[src/rtl/imul_seq_if.sv]
// Start/done handshake bundle between a controller and the imul_seq multiplier.
// The iSigned request bit exists only when SIGNED_MUL_EN is defined.
interface imul_seq_if #(
  parameter int WIDTH = 4
);
  logic                   iStart;
  logic [WIDTH-1:0]       wMulA;
  logic [WIDTH-1:0]       wMulB;
`ifdef SIGNED_MUL_EN
  logic                   iSigned;
`endif
  logic                   oBusy;
  logic                   oDone;
  logic [2*WIDTH-1:0]     rResult;

`ifdef SIGNED_MUL_EN
  modport master (output iStart, wMulA, wMulB, iSigned, input oBusy, oDone, rResult);
  modport slave  (input iStart, wMulA, wMulB, iSigned, output oBusy, oDone, rResult);
`else
  modport master (output iStart, wMulA, wMulB, input oBusy, oDone, rResult);
  modport slave  (input iStart, wMulA, wMulB, output oBusy, oDone, rResult);
`endif
endinterface

[src/rtl/imul_seq.sv]
// Sequential shift-add multiplier: WIDTH iterations per product, start/done handshake.
// Optional SIGNED_MUL_EN adds two's-complement operands via sign-magnitude around the unsigned core.
module imul_seq #(
  parameter int WIDTH = 4
) (
  input  logic       Clock,
  input  logic       Reset,
  imul_seq_if.slave  bus
);

  localparam int PW    = 2 * WIDTH;
  localparam int CNT_W = (WIDTH <= 2) ? 1 : $clog2(WIDTH);
  localparam logic [CNT_W-1:0] LAST = CNT_W'(WIDTH - 1);

  typedef enum logic [1:0] {
    ST_IDLE = 2'd0,
    ST_CALC = 2'd1,
    ST_DONE = 2'd2
  } state_t;

  function automatic logic [WIDTH-1:0] magnitude(input logic [WIDTH-1:0] v);
    return v[WIDTH-1] ? (~v + WIDTH'(1)) : v;
  endfunction

  function automatic logic [PW-1:0] negate(input logic [PW-1:0] v);
    return ~v + PW'(1);
  endfunction

  state_t           state_q, state_d;
  logic [PW-1:0]    a_q, a_d;
  logic [WIDTH-1:0] b_q, b_d;
  logic [PW-1:0]    acc_q, acc_d;
  logic [CNT_W-1:0] cnt_q, cnt_d;
  logic [PW-1:0]    res_q, res_d;
  logic             neg_q, neg_d;

  logic [WIDTH-1:0] mag_a, mag_b;
  logic             op_neg;
  logic [PW-1:0]    addend;
  logic [PW-1:0]    acc_sum;

  // Operand conditioning: magnitudes enter the unsigned core, the product sign is kept aside.
  always_comb begin
    mag_a  = bus.wMulA;
    mag_b  = bus.wMulB;
    op_neg = 1'b0;
`ifdef SIGNED_MUL_EN
    if (bus.iSigned) begin
      mag_a  = magnitude(bus.wMulA);
      mag_b  = magnitude(bus.wMulB);
      op_neg = bus.wMulA[WIDTH-1] ^ bus.wMulB[WIDTH-1];
    end
`endif
  end

  assign addend  = b_q[0] ? a_q : '0;
  assign acc_sum = acc_q + addend;

  always_comb begin
    state_d = state_q;
    a_d     = a_q;
    b_d     = b_q;
    acc_d   = acc_q;
    cnt_d   = cnt_q;
    res_d   = res_q;
    neg_d   = neg_q;
    unique case (state_q)
      ST_IDLE, ST_DONE: begin
        if (bus.iStart) begin
          a_d     = {{WIDTH{1'b0}}, mag_a};
          b_d     = mag_b;
          acc_d   = '0;
          cnt_d   = '0;
          neg_d   = op_neg;
          state_d = ST_CALC;
        end else begin
          state_d = ST_IDLE;
        end
      end
      ST_CALC: begin
        acc_d = acc_sum;
        a_d   = a_q << 1;
        b_d   = b_q >> 1;
        cnt_d = cnt_q + CNT_W'(1);
        // Final iteration: the result includes this cycle's partial product.
        if (cnt_q == LAST) begin
          res_d   = neg_q ? negate(acc_sum) : acc_sum;
          cnt_d   = '0;
          state_d = ST_DONE;
        end
      end
      default: state_d = ST_IDLE;
    endcase
  end

  always_ff @(posedge Clock) begin
    if (Reset) begin
      state_q <= ST_IDLE;
      a_q     <= '0;
      b_q     <= '0;
      acc_q   <= '0;
      cnt_q   <= '0;
      res_q   <= '0;
      neg_q   <= 1'b0;
    end else begin
      state_q <= state_d;
      a_q     <= a_d;
      b_q     <= b_d;
      acc_q   <= acc_d;
      cnt_q   <= cnt_d;
      res_q   <= res_d;
      neg_q   <= neg_d;
    end
  end

  assign bus.oBusy   = (state_q == ST_CALC);
  assign bus.oDone   = (state_q == ST_DONE);
  assign bus.rResult = res_q;

endmodule

[src/flat_wrapper.sv]
// flat-port wrapper written by rule: the top's interface ports become plain ports
module imul_seq_flat 
#(
  parameter int WIDTH = 4
)
  (Clock, Reset, bus_iStart, bus_wMulA, bus_wMulB, bus_oBusy, bus_oDone, bus_rResult);
  imul_seq_if #(.WIDTH(WIDTH)) bus_i ();
  input  logic Clock;
  input  logic Reset;
  input wire logic [$bits(bus_i.iStart)-1:0] bus_iStart;
  input wire logic [$bits(bus_i.wMulA)-1:0] bus_wMulA;
  input wire logic [$bits(bus_i.wMulB)-1:0] bus_wMulB;
  output wire logic [$bits(bus_i.oBusy)-1:0] bus_oBusy;
  output wire logic [$bits(bus_i.oDone)-1:0] bus_oDone;
  output wire logic [$bits(bus_i.rResult)-1:0] bus_rResult;
  assign bus_i.iStart = bus_iStart;
  assign bus_i.wMulA = bus_wMulA;
  assign bus_i.wMulB = bus_wMulB;
  assign bus_oBusy = bus_i.oBusy;
  assign bus_oDone = bus_i.oDone;
  assign bus_rResult = bus_i.rResult;
  imul_seq #(.WIDTH(WIDTH)) u_core (.Clock(Clock), .Reset(Reset), .bus(bus_i));
endmodule
[config.mk]
export PLATFORM = sky130hd
export DESIGN_NAME = imul_seq_flat
export DESIGN_NICKNAME = d
export VERILOG_FILES = /design/src/rtl/imul_seq_if.sv /design/src/rtl/imul_seq.sv /design/src/flat_wrapper.sv
export SDC_FILE = /design/constraint.sdc
export NUM_CORES = 1
export LEC_CHECK = 0
export CAP_MARGIN = 30
export CELL_PAD_IN_SITES_DETAIL_PLACEMENT = 2
export CELL_PAD_IN_SITES_GLOBAL_PLACEMENT = 2
export CORE_ASPECT_RATIO = 1.4
export CORE_MARGIN = 8
export CORE_UTILIZATION = 35
export DETAILED_ROUTE_END_ITERATION = 16
export GPL_TIMING_DRIVEN = 0
export PLACE_DENSITY_LB_ADDON = 0.1
export REMOVE_ABC_BUFFERS = 1
export SYNTH_ARGS = -nofsm -noshare
export SYNTH_HDL_FRONTEND = slang
export SYNTH_SLANG_ARGS = --single-unit
export TNS_END_PERCENT = 1
[constraint.sdc]
create_clock -name Clock -period 6.02 [get_ports Clock]
set_input_delay 1.505 -clock Clock [delete_from_list [all_inputs] [get_ports Clock]]
set_output_delay 1.505 -clock Clock [all_outputs]
set_load 0.05 [all_outputs]
## Word-level counts from Yosys, hierarchy flattened

Cells that the tools add are included.

- Register bits: 32

- Reduce and logical (&&, ||, !) cells: 5
- Mux-type cells: 13
- Add/subtract/negate cells: 2
- Equal/unequal tests: 5

Operators with widths:

| operator | count |
|---|---|
| one-hot mux 8 bit (2 select lines) | 2 |
| 2-to-1 mux 8 bit | 3 |
| adder 8 bit | 1 |
| one-hot mux 2 bit (2 select lines) | 2 |
| one-hot mux 4 bit (2 select lines) | 1 |
| 2-to-1 mux 2 bit | 3 |
| equality test 2 bit (second input constant) | 2 |
| 2-to-1 mux 4 bit | 1 |
| AND reduction 2 bit | 2 |
| adder 2 x 1 -> 2 bit (second input constant) | 1 |
| equality test 2 x 1 -> 1 bit (second input constant) | 1 |
| logical NOT 2 bit | 1 |
| inequality test 2 x 1 -> 1 bit (second input constant) | 1 |
| inequality test 2 bit (second input constant) | 1 |
| nonzero test 2 bit | 1 |
| OR reduction 2 bit | 1 |
| 2-to-1 mux 1 bit | 1 |

## Logic depth before layout (Yosys ltp)

- Depth after elaboration: 4
- Depth in mapped cells: 7
- Gate-level depth less buffers: 7

## Worst setup path before layout

No wires, ideal clock.

- Path kind: reg-to-output
- From: register u_core.state_q[1]
- To: output port bus_oBusy
- Setup slack: 3.340 ns
- Arrival time: 1.175 ns
- Required time: 4.515 ns
- Cell stages (with the launch flop): 4
- Cell sequence: dfxtp_1 -> nand2b_1 -> inv_1 -> clkbuf_1

- Longest elaborated chain between the ends: 1

RTL lines:

| item | line | source |
|---|---|---|
| from (decl) | imul_seq.sv:29 | `state_t state_q, state_d;` |
| from (signal assigned) | imul_seq.sv:106 | `state_q <= state_d;` |
| equality test 2 x 1 -> 1 bit | imul_seq.sv:116 | `assign bus.oBusy = (state_q == ST_CALC);` |
| to (decl) | flat_wrapper.sv:13 | `output wire logic [$bits(bus_i.oBusy)-1:0] bus_oBusy;` |

Every way passes these cells.

## Final worst setup path

- From: register u_core.state_q[0]
- To: output port bus_oBusy

Same word-level chain as after synthesis.

==> qor_table.md <==
| Quantity | Reported | Unit |
| --- | --- | --- |
| Wire length after detailed routing | 4570 | µm |
| Synth Register Bits | 32 | - |
| Number of synthesized flops with an enable pin | 0 | - |
| Run status | complete, no violations | - |
| Final setup viols | 0 | - |
| Capturing point of the worst reg2reg path | u_core.acc_q[5] | - |
| Top post-synthesis cells by count | sky130_fd_sc_hd__dfxtp_1 (32), sky130_fd_sc_hd__nor2_1 (27), sky130_fd_sc_hd__nand2_1 (11) | - |
| Maximum number of buffers from clock root to sink | 2 | - |
| Peak supply drop | 0.112 | mV |
| Capture endpoint of the worst hold path | u_core.bus.rResult[4] | - |
| Utilization after layout | 43.6 | % |
| Depth of the CTS H-tree | 2 | - |
| Count of TritonRoute iterations in the first routing pass | 4 | - |
| Final worst-path cycle share | 70.0 | % |
| Worst reg2reg path depth | 4 | - |
| Worst Clk Skew | 0.00405 | ns |
| Clock root cell | sky130_fd_sc_hd__clkbuf_8 | - |
| Slowest stage cell, crit path | sky130_fd_sc_hd__clkdlybuf4s50_1 | - |
| Vias post-DR | 1444 | - |
| CTS hold repair buffers | 0 | - |
| Mean instance size in the synthesized netlist | 8.84 | µm² |
| CTS tree | done | - |
| Detailed-placement wirelength estimate | 3320 | µm |
| Clock latency reported for the late side of the worst-skew pair | 0.28 | ns |
| Routed wirelength normalized by instance count | 17.4 | µm |
| Cell count after synthesis | 181 | - |
| Antenna violations before repair | 0 | - |
| Leading post-synthesis cells by cell area | sky130_fd_sc_hd__dfxtp_1 (40%), sky130_fd_sc_hd__nor2_1 (6.3%), sky130_fd_sc_hd__ha_1 (6.3%) | - |
| Max_cap viols | 0 | - |
| Total clock buffers created by CTS | 5 | - |
| Final nets | 221 | - |
| Transition at the pin with the smallest max-transition slack | 0.903 | ns |
| Max-slew headroom at the worst pin | 39.8 | % |
| Die area | 0.00702 | mm² |
| Unrepaired setup endpoints after global routing | false | - |
| Fin. max-slew vios | 0 | - |
| Final hold viol count | 0 | - |
| CP top delay family | buffers and inverters | - |
| Total power consumption of the routed design | 0.000431 | W |
| Accumulated negative setup slack | 0 | ns |
| Most common cell in the synthesized netlist | sky130_fd_sc_hd__dfxtp_1 | - |
| CTS clock-pin slew for the worst setup and hold paths | 0.07 | ns |
| Count of port buffers added during placement | 20 | - |
| Netlist area before placement | 0.00160 | mm² |
| Pin count of the biggest net entering global routing | 22 | - |
| Hold wc startpoint | u_core.bus.rResult[4] | - |
| Worst path buffer plus inverter count | 2 | - |
| I/O pin count | 21 | - |
| DRC violation total after the first TritonRoute iteration | 61 | - |
| Critical path class | reg -> out | - |
| Achievable frequency | 237 | MHz |
| Maximum cell stage delay along the critical path | 0.91 | ns |
| Number of global-route vias before repair | 1615 | - |
| Cells resized by post-CTS repair | 0 | - |
| Mean number of vias per cell | 5.49 | - |
| Sort of element at the start of the critical path | register | - |
| Post-synthesis async set-or-reset flop share | 0 | % |
| Flip-flop cell with the highest count after synthesis | sky130_fd_sc_hd__dfxtp_1 | - |
| Cell type contributing the most total cell area after synthesis | sky130_fd_sc_hd__dfxtp_1 | - |
| Global placement routability congestion | 0.754 | - |
| Share of post-route cells with drive strength above 1 | 8.96 | % |
| DRC Markers | 0 | - |
| Post-route worst setup slack | 1.81 | ns |
| Count of cell types in the netlist | 41 | - |
| Worst reg-to-reg setup slack | 3.54 | ns |
| Row count | 29 | - |
| Clk sink count | 32 | - |
| Die Width | 73.1 | µm |
| Post-detailed-route count of antenna-violating nets | 0 | - |
| GRT overflow | 0 | - |
| Post-CTS Setup Repair Bufs | 0 | - |
| Origin of the critical flop-to-flop path | u_core.state_q[1] | - |
| Final Critical Period | 4.21 | ns |
| Post-Place Worst Slack | 2.09 | ns |
| Gr usage total | 14.8 | % |
| Power density of the placed cells | 222 | mW/mm² |
| Area share of the leading cell type in the synthesized netlist | 40.0 | % |
| Post-synthesis sequential area ratio | 40.0 | % |
| Core outline area | 0.00446 | mm² |
| Element type at the critical path end | output port | - |
| Required time of the critical path | 4.51 | ns |
| Relative area change from synthesis to final layout | 21.5 | % |
| Series of cell instances along the critical path | nand2b_1 -> inv_1 -> clkdlybuf4s50_1 | - |
| Initial cell density of the core | 35.9 | % |
| Type of the most critical hold path | reg -> reg | - |
| Vertical die dimension | 96.0 | µm |
| Number of antenna cells inserted | 0 | - |
| Synthesis warning total | 0 | - |
| Cell depth of the worst hold path | 2 | - |
| Pleak | 0.750 | nW |
| Global-route wire length before repair | 8000 | µm |
| Critical path fanouts, max | 21 | - |
| Worst EP arrival | 2.71 | ns |
[registers in the layout, indices dropped and copies added (netlist names)]
signal	cells
u_core.cnt_q	2
u_core.state_q	2
u_core.a_q	8
u_core.b_q	4
u_core.acc_q	8
u_core.bus.rResult	8
[placed cells by master (no fill, tap or decap), drive strengths merged, types with 3 or more instances in the layout]
master	instances
a22oi	10
nand3	5
a21oi	11
clkdlybuf4s50	20
a211oi	7
mux2i	6
nand2	11
nor3	4
dfxtp	32
nand2b	4
or4b	3
nor2	27
clkbuf	6
ha	8
or3	3
nand3b	4
buf	3
and2	7
o21ai	5
[per-layer routing]
layer / routed length (µm) / GRT usage, % / up-vias
met5: 0 / 0 / -
met1: 1920 / 16.6 / 721
met2: 2480 / 26.6 / 22
met3: 109 / 3.34 / 8
met4: 68 / 5.53 / 0
li1: - / - / 693
[kinds of logic after synthesis]
kind of cell / Yosys count / share of synthesized area [%]
AO/OA/AOI/OAI: 45 / 19.8
XOR/XNOR: 2 / 1.09
adder cells (fa/ha/maj): 9 / 7.51
buffers and inverters: 12 / 3.05
flip-flops: 32 / 40.0
multiplexers: 6 / 3.75
AND/OR/NAND/NOR: 75 / 24.8
[per-stage QoR]
| step | hold slack, ns | std cells | area (µm²) |
|---|---|---|---|
| detailed placement | 0.458 | 256 | 1870 |
| floorplan | 0.435 | 171 | 1560 |
| finish | 0.461 | 263 | 1940 |
| global route | 0.488 | 263 | 1940 |
| global placement | 0.443 | 253 | 1840 |
| CTS | 0.467 | 263 | 1940 |
[report_power, final]
group	total, W	switching (W)	internal, W	leakage (nW)
Combinational	0.0000496	0.0000290	0.0000207	0.449
Clock	0.000157	0.0000786	0.0000785	0.0410
Sequential	0.000225	0.00000597	0.000219	0.260
[worst max path at each step]
stage | from | to | slack, ns | cells after the start
finish | u_core.state_q[0] | bus_oBusy | 1.81 | 3
global route | u_core.state_q[0] | bus_oBusy | 1.65 | 3
CTS | u_core.state_q[1] | bus_oBusy | 1.76 | 3
detailed placement | u_core.state_q[0] | bus_oBusy | 2.09 | 3
global placement | bus_iStart | u_core.acc_q[2] | 2.01 | 5
floorplan | bus_iStart | u_core.acc_q[2] | 3.14 | 4
[cell type report]
class | instances | area [µm²]
fill | 505 | 2520
clock inverter | 1 | 5.00
tap | 62 | 77.6
inverter | 2 | 7.51
sequential | 32 | 641
timing repair buffer | 23 | 230
multi-input combinational | 137 | 911
clock buffer | 6 | 72.6
[worst min-delay path, stage by stage, from the launching register on]
cell and delay (ns):
sky130_fd_sc_hd__dfxtp_1 0.31, sky130_fd_sc_hd__nand2_1 0.05, sky130_fd_sc_hd__a21oi_1 0.05
Power figures use the tool's default switching activity.
